<file path="config.mk">
export PLATFORM = sky130hd
export DESIGN_NAME = pipe_stage_skid
export DESIGN_NICKNAME = d
export VERILOG_FILES = /design/src/rtl/core_pkg.sv /design/src/rtl/pipe_stage_skid_slot.sv /design/src/rtl/pipe_stage_skid.sv
export SDC_FILE = /design/constraint.sdc
export NUM_CORES = 1
export LEC_CHECK = 0
export BUFFER_PORTS_ARGS = -buffer_cell sky130_fd_sc_hd__buf_2
export CAP_MARGIN = 20
export CORE_UTILIZATION = 45
export CTS_BUF_LIST = sky130_fd_sc_hd__clkbuf_8
export CTS_CLUSTER_DIAMETER = 150
export DETAILED_ROUTE_END_ITERATION = 10
export PLACE_DENSITY_LB_ADDON = 0.05
export SYNTH_ARGS = -nofsm -noshare
export SYNTH_HDL_FRONTEND = slang
export SYNTH_SLANG_ARGS = --single-unit
export TNS_END_PERCENT = 10
</file>
<file path="constraint.sdc">
create_clock -name clk -period 1.9 [get_ports clk]
set_clock_uncertainty 0.2 [all_clocks]
set_input_delay 0.38 -clock clk [delete_from_list [all_inputs] [get_ports clk]]
set_output_delay 0.38 -clock clk [all_outputs]
set_load 0.05 [all_outputs]
</file>
<file path="src/rtl/core_pkg.sv">
// Shared core definitions: reset/exception vectors,
// exception codes and the pipeline slot bundle.
package core_pkg;

    localparam int PC_W   = 32;
    localparam int DATA_W = 128;
    localparam int EXC_W  = 5;

    localparam logic [31:0] RESET_PC = 32'h0000_3000;
    localparam logic [31:0] EXC_PC   = 32'h0000_4180;

    typedef enum logic [EXC_W-1:0] {
        EXC_NONE    = 5'd0,
        EXC_ADEL    = 5'd4,
        EXC_ADES    = 5'd5,
        EXC_SYSCALL = 5'd8,
        EXC_RI      = 5'd10,
        EXC_OV      = 5'd12
    } exc_code_e;

    typedef struct packed {
        logic              valid;
        logic [PC_W-1:0]   pc;
        logic [DATA_W-1:0] data;
        logic [EXC_W-1:0]  exc;
        logic              bd;
    } slot_t;

endpackage

</file>
<file path="src/rtl/pipe_stage_skid_slot.sv">
// One pipeline slot: clear wins over load; a clear keeps
// caller-chosen pc/bd so bubbles can carry EPC information.
module pipe_slot #(
    parameter int              DATA_W   = 128,
    parameter int              PC_W     = 32,
    parameter int              EXC_W    = 5,
    parameter logic [PC_W-1:0] RESET_PC = '0
) (
    input  logic              clk,
    input  logic              reset,
    input  logic              clr,
    input  logic [PC_W-1:0]   clr_pc,
    input  logic              clr_bd,
    input  logic              load,
    input  logic [PC_W-1:0]   ld_pc,
    input  logic [DATA_W-1:0] ld_data,
    input  logic [EXC_W-1:0]  ld_exc,
    input  logic              ld_bd,
    output logic              q_valid,
    output logic [PC_W-1:0]   q_pc,
    output logic [DATA_W-1:0] q_data,
    output logic [EXC_W-1:0]  q_exc,
    output logic              q_bd
);
    import core_pkg::*;

    logic              valid_q, valid_d;
    logic [PC_W-1:0]   pc_q, pc_d;
    logic [DATA_W-1:0] data_q, data_d;
    logic [EXC_W-1:0]  exc_q, exc_d;
    logic              bd_q, bd_d;

    always_comb begin
        valid_d = valid_q;
        pc_d    = pc_q;
        data_d  = data_q;
        exc_d   = exc_q;
        bd_d    = bd_q;
        if (clr) begin
            valid_d = 1'b0;
            pc_d    = clr_pc;
            data_d  = '0;
            exc_d   = EXC_W'(EXC_NONE);
            bd_d    = clr_bd;
        end else if (load) begin
            valid_d = 1'b1;
            pc_d    = ld_pc;
            data_d  = ld_data;
            exc_d   = ld_exc;
            bd_d    = ld_bd;
        end
    end

    always_ff @(posedge clk) begin
        if (reset) begin
            valid_q <= 1'b0;
            pc_q    <= RESET_PC;
            data_q  <= '0;
            exc_q   <= '0;
            bd_q    <= 1'b0;
        end else begin
            valid_q <= valid_d;
            pc_q    <= pc_d;
            data_q  <= data_d;
            exc_q   <= exc_d;
            bd_q    <= bd_d;
        end
    end

    assign q_valid = valid_q;
    assign q_pc    = pc_q;
    assign q_data  = data_q;
    assign q_exc   = exc_q;
    assign q_bd    = bd_q;

endmodule

</file>
<file path="src/rtl/pipe_stage_skid.sv">
// Inter-stage register with a one-entry skid buffer; in_ready
// comes straight from the skid valid flop.
module pipe_stage_skid #(
    parameter int              DATA_W   = 128,
    parameter int              PC_W     = 32,
    parameter int              EXC_W    = 5,
    parameter logic [PC_W-1:0] RESET_PC = PC_W'(32'h0000_3000),
    parameter logic [PC_W-1:0] EXC_PC   = PC_W'(32'h0000_4180)
) (
    input  logic              clk,
    input  logic              reset,
    input  logic              in_valid,
    output logic              in_ready,
    input  logic [PC_W-1:0]   in_pc,
    input  logic [DATA_W-1:0] in_data,
    input  logic [EXC_W-1:0]  in_exc,
    input  logic              in_bd,
    input  logic              flush,
    input  logic              exc_req,
    output logic              out_valid,
    input  logic              out_ready,
    output logic [PC_W-1:0]   out_pc,
    output logic [DATA_W-1:0] out_data,
    output logic [EXC_W-1:0]  out_exc,
    output logic              out_bd
);
    import core_pkg::*;

    logic              skid_valid;
    logic [PC_W-1:0]   skid_pc;
    logic [DATA_W-1:0] skid_data;
    logic [EXC_W-1:0]  skid_exc;
    logic              skid_bd;

    logic              acc, adv;
    logic              main_clr, main_load, main_from_skid;
    logic [PC_W-1:0]   main_clr_pc;
    logic              main_clr_bd;
    logic              skid_clr, skid_load;
    logic [PC_W-1:0]   main_ld_pc;
    logic [DATA_W-1:0] main_ld_data;
    logic [EXC_W-1:0]  main_ld_exc;
    logic              main_ld_bd;

    assign in_ready = ~skid_valid;
    assign acc      = in_valid & in_ready;
    assign adv      = ~out_valid | out_ready;

    always_comb begin
        main_clr       = 1'b0;
        main_clr_pc    = in_pc;
        main_clr_bd    = in_bd;
        main_load      = 1'b0;
        main_from_skid = 1'b0;
        skid_clr       = 1'b0;
        skid_load      = 1'b0;
        if (exc_req) begin
            main_clr    = 1'b1;
            main_clr_pc = EXC_PC;
            main_clr_bd = 1'b0;
            skid_clr    = 1'b1;
        end else if (flush) begin
            main_clr = 1'b1;
            skid_clr = 1'b1;
        end else if (skid_valid) begin
            if (out_ready) begin
                main_load      = 1'b1;
                main_from_skid = 1'b1;
                skid_clr       = 1'b1;
            end
        end else if (adv) begin
            // Idle bubbles keep tracking the upstream pc/bd
            if (acc) main_load = 1'b1;
            else     main_clr  = 1'b1;
        end else if (acc) begin
            skid_load = 1'b1;
        end
    end

    assign main_ld_pc   = main_from_skid ? skid_pc   : in_pc;
    assign main_ld_data = main_from_skid ? skid_data : in_data;
    assign main_ld_exc  = main_from_skid ? skid_exc  : in_exc;
    assign main_ld_bd   = main_from_skid ? skid_bd   : in_bd;

    pipe_slot #(
        .DATA_W  (DATA_W),
        .PC_W    (PC_W),
        .EXC_W   (EXC_W),
        .RESET_PC(RESET_PC)
    ) u_main (
        .clk    (clk),
        .reset  (reset),
        .clr    (main_clr),
        .clr_pc (main_clr_pc),
        .clr_bd (main_clr_bd),
        .load   (main_load),
        .ld_pc  (main_ld_pc),
        .ld_data(main_ld_data),
        .ld_exc (main_ld_exc),
        .ld_bd  (main_ld_bd),
        .q_valid(out_valid),
        .q_pc   (out_pc),
        .q_data (out_data),
        .q_exc  (out_exc),
        .q_bd   (out_bd)
    );

    pipe_slot #(
        .DATA_W  (DATA_W),
        .PC_W    (PC_W),
        .EXC_W   (EXC_W),
        .RESET_PC('0)
    ) u_skid (
        .clk    (clk),
        .reset  (reset),
        .clr    (skid_clr),
        .clr_pc ('0),
        .clr_bd (1'b0),
        .load   (skid_load),
        .ld_pc  (in_pc),
        .ld_data(in_data),
        .ld_exc (in_exc),
        .ld_bd  (in_bd),
        .q_valid(skid_valid),
        .q_pc   (skid_pc),
        .q_data (skid_data),
        .q_exc  (skid_exc),
        .q_bd   (skid_bd)
    );

endmodule

</file>
[Word-level counts from Yosys, hierarchy flattened]
Cells that the tools add are included.
Word-level totals
  word-level logic and storage cells: 47
  flip-flop bits (word level): 334
  input port bits: 172
  output and inout bits: 168
Cells by class
  reduce and logical (&&, ||, !) cells: 3
  mux-type cells: 30
  bitwise logic cells: 4
Operator list (count)
  128-bit 2-to-1 mux: 1
  32-bit 2-to-1 mux: 4
  1-bit 2-to-1 mux: 24
  5-bit 2-to-1 mux: 1
  2-bit OR reduction: 2
  1-bit inverter: 2
  2-bit nonzero test: 1
  1-bit bitwise AND: 1
  1-bit bitwise OR: 1

[Longest topological paths before layout]
  depth in word-level cells: 9
  mapped depth: 8
  depth with buffers taken out: 4

[Hierarchy]
From an unflattened synthesis, not the netlist that was laid out.
Unflattened totals
  cells, all modules: 1393
  area, all modules: 15564.9 um^2
Modules (own cells, without submodules)
  pipe_slot at u_skid: instances 1, cells an instance 580, sequential area each 3343.2 um^2, area an instance 6396.1 um^2
  pipe_slot at u_main: instances 1, cells an instance 581, sequential area each 3343.2 um^2, area an instance 6326.1 um^2
  pipe_stage_skid: instances 1, cells an instance 232, sequential area each 0.0 um^2, area an instance 2842.7 um^2

[Worst setup path after synthesis]
OpenSTA, ideal clock, no wires.
  path kind: flip-flop to flip-flop
  start: register u_main.valid_q, in the netlist u_main.q_valid
  end: register u_main.data_q[29], in the netlist u_main.q_data[29]
  path slack: -0.289 ns
  cell stages (with the launch flop): 6
  arrival: 1.859 ns
  required time: 1.570 ns
  period minus slack after synthesis: 2.189 ns
  library setup time: 0.130 ns
  buffers on the path: 2
  path through: dfxtp_1 nor2b_1 o31ai_1 clkbuf_1 buf_2 a211oi_2
On the way
  longest elaborated chain between the ends: 7
  elaborated cells between the ends (all ways): 11
  those cells by class: 8 x mux; 2 x bitwise; 1 x reduce/logical
RTL lines
  from (decl): RTL line pipe_stage_skid_slot.sv:27  | logic valid_q, valid_d;
  from (signal assigned): RTL line pipe_stage_skid_slot.sv:62  | valid_q <= valid_d;
  1-bit inverter (*): RTL line pipe_stage_skid.sv:47  | assign adv = ~out_valid | out_ready;
  1-bit bitwise OR (*): RTL line pipe_stage_skid.sv:47
  1-bit 2-to-1 mux: RTL line pipe_stage_skid.sv:71  | end else if (adv) begin
  1-bit 2-to-1 mux: RTL line pipe_stage_skid.sv:65  | end else if (skid_valid) begin
  1-bit 2-to-1 mux: RTL line pipe_stage_skid.sv:62  | end else if (flush) begin
  1-bit 2-to-1 mux: RTL line pipe_stage_skid.sv:57  | if (exc_req) begin
  2-bit OR reduction (no line)
  to (signal assigned): RTL line pipe_stage_skid_slot.sv:64  | data_q <= data_d;
  to (decl): RTL line pipe_stage_skid_slot.sv:29  | logic [DATA_W-1:0] data_q, data_d;
Every way passes the cells marked *; elsewhere a longest branch is shown, timed or not.
A chain may end at the register's enable or synchronous reset.

[Worst setup path after layout]
  start: register u_skid.valid_q, in the netlist u_skid.q_valid
  end: register u_main.data_q[109], in the netlist u_main.q_data[109]
On the way
  longest elaborated chain between the ends: 8
  elaborated cells between the ends (all ways): 17
  those cells by class: 14 x mux; 2 x bitwise; 1 x reduce/logical
RTL lines
  from (decl): RTL line pipe_stage_skid_slot.sv:27
  from (signal assigned): RTL line pipe_stage_skid_slot.sv:62
  1-bit inverter: RTL line pipe_stage_skid.sv:45  | assign in_ready = ~skid_valid;
  1-bit bitwise AND: RTL line pipe_stage_skid.sv:46  | assign acc = in_valid & in_ready;
  1-bit 2-to-1 mux: RTL line pipe_stage_skid.sv:73  | if (acc) main_load = 1'b1;
  1-bit 2-to-1 mux: RTL line pipe_stage_skid.sv:71
  1-bit 2-to-1 mux: RTL line pipe_stage_skid.sv:65
  1-bit 2-to-1 mux: RTL line pipe_stage_skid.sv:62
  1-bit 2-to-1 mux: RTL line pipe_stage_skid.sv:57
  2-bit OR reduction (no line)
Several ways; a longest one is shown, not always the timed one.

==> impl_metrics.ini <==
[grt]
antenna_found_initial = 2
grt.total_usage_pct = 24.9
grt_pass1_wl_mm = 62.0
grt_start_max_net_pins = 52
grt_pass1_vias = 12200
overflow = 0

[die]
io_pins = 340
rows = 62
start_util_pct = 46.0
die_area_sq_um = 30200
die-width_microns = 174
dieHeight_microns = 174
core_area_sq_um = 28900

[cts]
clkTransAtPathRegs_ns = 0.06
cts_buffer_depth = 3
cts_tree = built
clockRootBuffer = clkbuf_8
cts.htree.levels = 2
cts_made_buffers = 56
clkLatencyLatePin_ns = 0.58
cts.sinks = 334

[power]
power.density_nw_per_um2 = 753
internal_power_mw = 10.8
switchingPower_mw = 3.49
p_seq_share_pct = 49.7
leakagePower_nw = 7.15
clockPowerShare_pct = 41.1
vdd_drop_max_uv = 578
p_sw_share_pct = 24.4
p_comb_share_pct = 9.2

[synth]
ys_top_cells_by_count = nand2_1, dfxtp_1, a21oi_1
synthMuxAreaShare_pct = 10.3
yosys.area_share.simple_pct = 15.9
synth-xor-area-share_pct = 0
synth_flop_cell = dfxtp_1
synth-async-reset-ratio_pct = 0
synth_cell_type_count = 32
synth_fa_ha_area_share_pct = 0
netlist_area_sq_um = 13300
synth-compound-area-share_pct = 18.7
synth_cells = 1488
syn_nets = 1660
avgSynthCellArea_sq_um = 8.91
synth_most_common_cell = nand2_1
synth_area_leader_cell = dfxtp_1
synth_top_family_by_area = compound AO/OA/AOI/OAI gates
synth_edf_count = 0
ys_seq_area_share_pct = 50.4
yosysWarnings = 0
synthTopCellsByArea = dfxtp_1, mux2i_1, nand2_1, a21oi_1, a211oi_2
ys_ff_latch = 334
synth_top_cell_area_share_pct = 50.4

[drt]
viasPerCell = 5.09
routedWlPerCell_microns = 16.2
vias = 12400
detail-route-antenna-nets = 0
dr.pass1.iters = 5
drt_wl_total_mm = 39.5
drc_errors = 0
drt_iter0_markers = 657

[finish]
fin_cells = 2440
nFillCells = 2436
nNetsFinal = 2188
area_delta_synth_final_pct = 42.8
drive_gt1_share_pct = 28.6

[timing]
setup_viol = 19
finalCritPeriodShare_pct = 104
worst_slack_ns = -0.0809
max_freq_mhz = 505
final_hold_viol_count = 0
fin_hold_ws_ns = 0.0666
grt_setup_unrepaired = yes
max_slew_margin_pct = 70.0
maxSlewViolCount = 0
tightestPinTransition_ns = 0.452
final.min_clock_period_ns = 1.98

[critical_path]
worst-r2r-cell-count = 9
critPathMaxFanout = 8
crit_type = reg2reg
reg2reg_slack_ns = -0.08
critPathCaptureType = flip-flop
rr_startpoint = u_skid.q_valid$_SDFFE_PP0P_
cp_cell_sequence = buf_6 > o21ba_4 > nor3_4 > buf_6 > clkbuf_16 > buf_12 > buf_12 > buf_8 > a211oi_1
required_ns = 2.14
max_stage_delay_ns = 0.34
r2r-end = u_main.q_data[109]$_SDFFE_PP0P_
cpMaxStageDelayCell = dfxtp_4
arrival_ns = 2.22
critPathLaunchType = flip-flop

[min_path]
whs_path_depth = 4
hp-start = in_valid
hold_end = u_main.q_pc[14]$_SDFFE_PP0P_
worstHoldPathType = in2reg

[run_status]
status = finished with violations
violations = setup timing

[placement]
dp_cells = 2157
hpwl_mm = 24.4
port_buffers = 339
place.gp.congestion = 0.803

[run]
drv_cap = 0
[flip-flops by register name, indices dropped and copies added, names as in the netlist]
name            count
u_main.q_data     128
u_skid.q_data     128
u_main.q_pc        32
u_skid.q_pc        32
u_main.q_exc        5
u_skid.q_exc        5
u_main.q_bd         1
u_main.q_valid      1
u_skid.q_bd         1
u_skid.q_valid      1
[cell usage in the layout, fill, tap and decap left out, types with 2 or more instances in the layout]
master,count
a21oi_1,171
clkinv_2,2
o31ai_1,2
nor3_1,27
buf_2,338
mux2i_1,136
buf_16,2
inv_1,26
clkbuf_8,66
buf_4,49
o21ai_0,3
a221oi_2,7
dlygate4sd3_1,166
diode_2,3
a211oi_2,63
buf_12,34
a211oi_1,71
clkbuf_16,4
dfxtp_1,332
nor2_1,165
a221oi_1,20
buf_6,5
nand2_1,337
buf_8,3
[critical path: cells and delay by family (launching register included)]
| family | cells | cell delay [ns] |
|---|---|---|
| buf+inv | 6 | 0.78 |
| simple gates | 1 | 0.25 |
| flops | 1 | 0.34 |
| compound gates | 2 | 0.26 |
[repair_timing]
action                                  CTS  global route
resized for setup                         6            30
endpoints found under the setup margin    1           105
hold buffers                            166             0
hold endpoints to repair                327             0
cloned                                    0             4
pin swaps                                 1            11
setup buffers                             2            13
[cells by family after synthesis]
family / count (synthesis)
compound gates: 344
buf+inv: 132
flops: 334
mux: 136
simple gates: 542
[power groups by stage]
stage | clock, mW | combinational [mW] | sequential [mW]
2_1_floorplan | 0 | 0.367 | 7.40
3_3_place_gp | 0 | 0.963 | 7.23
3_5_place_dp | 0 | 0.972 | 7.23
4_1_cts | 6.03 | 1.25 | 7.08
5_1_grt | 6.32 | 1.41 | 7.08
6_report | 5.86 | 1.31 | 7.08
[how the worst max path moves through the flow]
stage,end,slack [ns],startpoint
floorplan,u_skid.q_data[100]$_SDFFE_PP0P_,-0.01,u_skid.q_valid$_SDFFE_PP0P_
global placement,u_main.q_data[112]$_SDFFE_PP0P_,-0.16,exc_req
detailed placement,u_main.q_data[113]$_SDFFE_PP0P_,-0.21,exc_req
CTS,u_main.q_data[56]$_SDFFE_PP0P_,0.008,u_skid.q_valid$_SDFFE_PP0P_
global route,u_main.q_data[109]$_SDFFE_PP0P_,-0.13,u_skid.q_valid$_SDFFE_PP0P_
finish,u_main.q_data[109]$_SDFFE_PP0P_,-0.08,u_skid.q_valid$_SDFFE_PP0P_
[metal layers]
metal | GRT usage, % | routed length (microns) | part of all wire [%]
met4 | 7.46 | 841 | 2.1
met5 | 0 | 0 | 0
met1 | 31.6 | 17200 | 44
met3 | 5.64 | 2450 | 6.2
met2 | 42.3 | 19000 | 48
[stage by stage]
stage,utilization [%],total power [mW],cell area (sq um),TNS (ns),worst slack (ns)
after global placement,55.0,8.20,15900,-21.62,-0.161
final,65.6,14.3,18900,-0.653,-0.0809
after global routing,65.6,14.8,18900,-5.66,-0.126
after detailed placement,55.0,8.21,15900,-24.66,-0.206
after CTS,64.5,14.4,18600,0,0.00776
after floorplan,-,7.77,13300,-1.88,-0.0141
[cell type report]
class / count / area [sq um] / share of cell area, %
antenna: 3 / 7.51 / 0.0396
clock buffer: 66 / 908 / 4.80
clock inverter: 29 / 116 / 0.614
inverter: 1 / 7.51 / 0.0396
multi-input combinational: 1022 / 6070 / 32.0
sequential: 334 / 6690 / 35.3
tap: 384 / 480 / 2.54
timing repair buffer: 601 / 4660 / 24.6
No activity file was read; power rests on OpenSTA's default activity.
